File: src/rtl/dmem_pkg.sv
// Shared types and size encodings for the data-memory load/store unit.
package dmem_pkg;

  typedef enum logic [1:0] {
    IDLE,
    ISSUE,
    CAPTURE,
    RESP
  } state_t;

  // funct3 size codes as seen on the core side and on the dmem port
  localparam logic [2:0] SZ_B  = 3'b000;
  localparam logic [2:0] SZ_H  = 3'b001;
  localparam logic [2:0] SZ_W  = 3'b010;
  localparam logic [2:0] SZ_BU = 3'b100;
  localparam logic [2:0] SZ_HU = 3'b101;

  function automatic logic [2:0] size_bytes(input logic [2:0] size);
    case (size)
      SZ_B, SZ_BU: return 3'd1;
      SZ_H, SZ_HU: return 3'd2;
      default:     return 3'd4;
    endcase
  endfunction

endpackage

File: src/rtl/dmem_lsu_chk.sv
// Combinational access checker: flags region, size-code and end-of-memory
// violations before a request is allowed to reach dmem.
module dmem_lsu_chk
  import dmem_pkg::*;
#(
  parameter int          DEPTH  = 128,
  parameter logic [3:0]  REGION = 4'h1
) (
  input  logic [31:0] addr,
  input  logic [2:0]  size,
  input  logic        we,
  output logic        err
);

  localparam logic [28:0] LIMIT = 29'(DEPTH * 1024);

  logic        size_ok;
  logic        store_ok;
  logic        region_ok;
  logic [28:0] last_byte;

  assign size_ok   = size inside {SZ_B, SZ_H, SZ_W, SZ_BU, SZ_HU};
  assign store_ok  = !(we && (size == SZ_BU || size == SZ_HU));
  assign region_ok = (addr[31:28] == REGION);

  // One extra bit so an access touching the top of the 28-bit window cannot wrap.
  assign last_byte = {1'b0, addr[27:0]} + {26'd0, size_bytes(size)} - 29'd1;

  assign err = !(size_ok && store_ok && region_ok && (last_byte < LIMIT));

endmodule

File: src/rtl/dmem_lsu.sv
// Single-outstanding load/store initiator for dmem with a one-cycle
// registered read, early error rejection and per-type completion counters.
module dmem_lsu
  import dmem_pkg::*;
#(
  parameter int          DEPTH  = 128,
  parameter logic [3:0]  REGION = 4'h1
) (
  input  logic        clk,
  input  logic        rst,

  input  logic        req_valid,
  output logic        req_ready,
  input  logic        req_we,
  input  logic [31:0] req_addr,
  input  logic [2:0]  req_size,
  input  logic [31:0] req_wdata,

  output logic        resp_valid,
  input  logic        resp_ready,
  output logic [31:0] resp_rdata,
  output logic        resp_err,

  output logic [31:0] mem_wData,
  output logic [31:0] mem_addr,
  output logic [2:0]  mem_size,
  output logic        mem_wEn,
  input  logic [31:0] mem_rData,

  output logic [31:0] load_count,
  output logic [31:0] store_count,
  output logic [31:0] err_count
);

  state_t      state;
  state_t      state_nxt;

  logic        we_q;
  logic        err_q;
  logic [31:0] addr_q;
  logic [31:0] wdata_q;
  logic [2:0]  size_q;

  logic        chk_err;
  logic        req_fire;
  logic        resp_fire;

  dmem_lsu_chk #(
    .DEPTH  (DEPTH),
    .REGION (REGION)
  ) u_chk (
    .addr (req_addr),
    .size (req_size),
    .we   (req_we),
    .err  (chk_err)
  );

  assign req_fire  = req_valid && req_ready;
  assign resp_fire = resp_valid && resp_ready;

  // NOTE: clocked state uses non-blocking assignments so every register
  // samples pre-edge values regardless of process evaluation order.
  always_ff @(posedge clk) begin
    if (rst) state <= IDLE;
    else     state <= state_nxt;
  end

  // NOTE: default assignment first so no path through the case leaves
  // state_nxt unassigned, which would infer a latch.
  always_comb begin
    state_nxt = state;
    case (state)
      IDLE:    if (req_fire) state_nxt = chk_err ? RESP : ISSUE;
      ISSUE:   state_nxt = we_q ? RESP : CAPTURE;
      CAPTURE: state_nxt = RESP;
      RESP:    if (resp_ready) state_nxt = IDLE;
      default: state_nxt = IDLE;
    endcase
  end

  always_comb begin
    req_ready  = (state == IDLE);
    resp_valid = (state == RESP);
    mem_wEn    = (state == ISSUE) && we_q;
  end

  // Request latch, response data and completion counters.
  always_ff @(posedge clk) begin
    if (rst) begin
      we_q        <= 1'b0;
      err_q       <= 1'b0;
      addr_q      <= '0;
      wdata_q     <= '0;
      size_q      <= SZ_W;
      resp_rdata  <= '0;
      load_count  <= '0;
      store_count <= '0;
      err_count   <= '0;
    end else begin
      if (req_fire) begin
        we_q       <= req_we;
        err_q      <= chk_err;
        addr_q     <= req_addr;
        wdata_q    <= req_wdata;
        size_q     <= req_size;
        resp_rdata <= '0;
      end

      // dmem has already sign/zero-extended the read, so pass it through.
      if (state == CAPTURE) resp_rdata <= mem_rData;

      if (resp_fire) begin
        if (err_q)     err_count   <= err_count + 32'd1;
        else if (we_q) store_count <= store_count + 32'd1;
        else           load_count  <= load_count + 32'd1;
      end
    end
  end

  assign resp_err  = err_q;
  assign mem_addr  = addr_q;
  assign mem_size  = size_q;
  assign mem_wData = wdata_q;

endmodule

File: config.mk
export PLATFORM = sky130hd
export DESIGN_NAME = dmem_lsu
export DESIGN_NICKNAME = d
export VERILOG_FILES = /design/src/rtl/dmem_pkg.sv /design/src/rtl/dmem_lsu_chk.sv /design/src/rtl/dmem_lsu.sv
export SDC_FILE = /design/constraint.sdc
export NUM_CORES = 1
export LEC_CHECK = 0
export ABC_AREA = 1
export CORE_ASPECT_RATIO = 1.75
export CORE_MARGIN = 1.5
export CORE_UTILIZATION = 48
export DETAILED_ROUTE_END_ITERATION = 10
export PLACE_DENSITY = 0.81
export SLEW_MARGIN = 5
export SYNTH_ARGS = -nofsm -noshare
export SYNTH_HDL_FRONTEND = slang
export SYNTH_SLANG_ARGS = --single-unit
File: constraint.sdc
create_clock -name clk -period 3.1 [get_ports clk]
set_input_delay 0.62 -clock clk [delete_from_list [all_inputs] [get_ports clk]]
set_output_delay 0.62 -clock clk [all_outputs]
set_load 0.005 [all_outputs]
==> out/metrics.yaml <==
status: "finished, violations left"
violations: "DRC"
max_stage_delay_ps: 490
clkLatencyLatePin_ps: 440
critPathKind: "input pin to flop"
drc: 16
netlist_instances: 1447
setup_viol: 0
cts_buffer_depth: 2
hp-start: "err_count[31]"
htree_levels: 4
fin_util_pct: 69.2
dieArea_um2: 21900
layout_common_cells: "clkdlybuf4s50_1, nand2_1, nor2_1, dfxtp_1, inv_1"
finalHoldViolCount: 0
dpl.hpwl_mm: 23.7
diodes: 0
ys_seq_area_share_pct: 39.6
drv_slew: 0
nFillCells: 1737
pwr_density_cell_nw_per_um2: 546
finalPower_w: 0.00773
critPathMaxFanout: 4
grt_max_degree: 82
hold_slack_ps: 467
multiInputGateArea_um2: 5160
grt_pass1_vias: 10500
p_int_w: 0.00531
clock_skew_ps: 8.70
hold_depth: 2
clock-root-buffer: "clkbuf_16"
portBuffers: 302
critical_path_buf_inv_count: 2
crit_chain: "clkdlybuf4s50_1, inv_1, ha_1, nand2_1, nor2_1, nand2_1, nor4_1, nand2_1, nand3_1, nand4_1, nor3_1, nand4_1, nand2_1, a21oi_1"
first_pass_iters: 8
start_kind: "input pin"
dr_total_vias: 10700
cp_slowest_cell: "clkdlybuf4s50_1"
period_share_pct: 93.5
rsz0062_at_grt: "no"
antenna_found_initial: 0
clk_pin_slew_ps: 70
maxCapViolations: 0
die_w_um: 112
drive_gt1_share_pct: 7.41
r2r_cells: 15
tritoncts: "built"
final_common_cell: "clkdlybuf4s50_1"
gp_congestion: 0.957
leakage_nw: 5.68
rows: 69
ys_top_cells_by_area: "dfxtp_1, nand2_1, nor2_1"
end_kind: "flop"
synth_top_area_share_pct: 39.6
drt_iter0_drc: 621
viasPerCell: 5.26
post_drt_wl_per_cell_um: 15.2
synth.distinct_cells: 47
overflow: 0
r2r-end: "load_count[28]"
core_um2: 20500
synth_edf_count: 0
swShare_pct: 31.3
regArea_um2: 3980
power.switching_w: 0.00242
ys_seq_elements: 199
nets: 1907
reg2reg_from: "state[0]"
area_growth_pct: 40.8
grt.total_usage_pct: 28.4
cts_hold_buf: 0
postCtsSetupBuffers: 0
cts_buffers: 17
avgSynthCellArea_um2: 6.95
yosys_warnings: 0
grt_pass1_wl_mm: 50.0
final_antenna_net_count: 0
worstPathRequired_ps: 3380
hold_class: "flop to flop"
dr_wl_met2_mm: 16.1
syn-num-nets: 1586
cts_resized: 0
critPathTopFamily: "simple AND/OR/NAND/NOR gates"
wirelength_mm: 30.9
slew_headroom_pct: 33.5
seqPwrFrac_pct: 40.3
power_frac_clock_pct: 29.0
top_layer: "met4"
fmax_mhz: 345
synth_top_area_cell: "dfxtp_1"
cts_sinks: 199
period_needed_ps: 2900
wl_met3_mm: 1.47
worst_pin_slew_ps: 997
r2r_setup_slack_ps: 540
synthFlopType: "dfxtp_1"
hold_end: "err_count[31]"
p_comb_share_pct: 30.7
critical_path_arrival_ps: 3180
wl_met1_mm: 11.4
ios: 303
cp_common_cell: "nand2_1"
die_height_um: 194
finalSetupTns_ps: 0
synthArstFlopShare_pct: 0
syn_area_um2: 10100
initial_core_util_pct: 49.1
peakVddDrop_mv: 0.383
[sequential cells by signal, indices dropped and copies added, names as in the netlist]
name and flops:
err_count 32, load_count 32, mem_addr 32, mem_wData 32, resp_rdata 32, store_count 32, mem_size 3, state 2
resp_err 1, we_q 1
[routing by layer]
layer	vias up	track usage (%)
li1	5347	-
met1	4846	29.4
met2	351	52.4
met3	123	4.86
met4	0	17.5
met5	-	0
[cell type report]
cell class,instances,share of cell area [%]
well taps,248,2.19
clock buffers,22,3.35
inverters,197,5.22
repair buffers,347,23.8
multi-input cells,1006,36.5
clock inverters,10,0.822
flip-flops and latches,199,28.1
[cells by family (layout without fill, tap and decap cells)]
kind of cell	count (synthesis)	count (layout)	share of synthesized area, %
DFF	199	199	39.6
AOI/OAI and AO/OA	282	282	14.9
and+or+nand+nor	671	671	30.5
adders and majority gates	35	35	4.36
xor gates and xnor gates	18	18	1.57
buffers and inverters	242	576	9.05
[synth_stat cells (7+ instances only)]
library cell / n
a21oi_1: 130
clkbuf_1: 41
dfxtp_1: 199
ha_1: 35
inv_1: 189
inv_2: 7
nand2_1: 263
nand2_2: 8
nand3_1: 81
nand4_1: 23
nor2_1: 201
nor2_2: 11
nor2_4: 8
nor3_1: 37
nor4_1: 12
o21a_1: 8
o21ai_0: 117
xor2_1: 15
[worst register-to-register path, stage by stage, from the launching register on]
cell	delay, ps
dfxtp_1	390
ha_1	230
nand2_2	120
nor3_4	200
nand3_1	140
nor2_1	140
nand2_1	70
inv_1	90
nand2_1	90
nor2_2	130
nand2_1	90
nor2_1	180
nand4_1	180
nor3_2	170
a21oi_1	90
o21a_1	150
[power groups by stage]
stage / logic [W] / clock network, W / registers, W
after floorplan: 0.00109 / 0 / 0.00319
after global placement: 0.00233 / 0 / 0.00316
after detailed placement: 0.00236 / 0 / 0.00317
after CTS: 0.00238 / 0.00229 / 0.00312
after global routing: 0.00262 / 0.00238 / 0.00316
final: 0.00237 / 0.00224 / 0.00312
[how the worst max path moves through the flow]
stage | to | startpoint | depth (start not counted)
after floorplan | resp_err | req_size[1] | 17
after global placement | state[1] | req_addr[22] | 14
after detailed placement | state[1] | req_addr[22] | 14
after CTS | state[1] | req_addr[22] | 14
after global routing | resp_err | req_addr[20] | 18
final | state[1] | req_addr[22] | 14
[metrics by stage]
| step | area, um^2 | std cells | setup WS (ps) |
|---|---|---|---|
| global route | 14200 | 2029 | 23.8 |
| floorplan | 10100 | 1447 | 710 |
| finish | 14200 | 2029 | 202 |
| detailed placement | 13600 | 1997 | -198 |
| global placement | 13600 | 1997 | -191 |
| CTS | 14200 | 2029 | 255 |
Note: power is estimated with default switching activity, not from simulation.
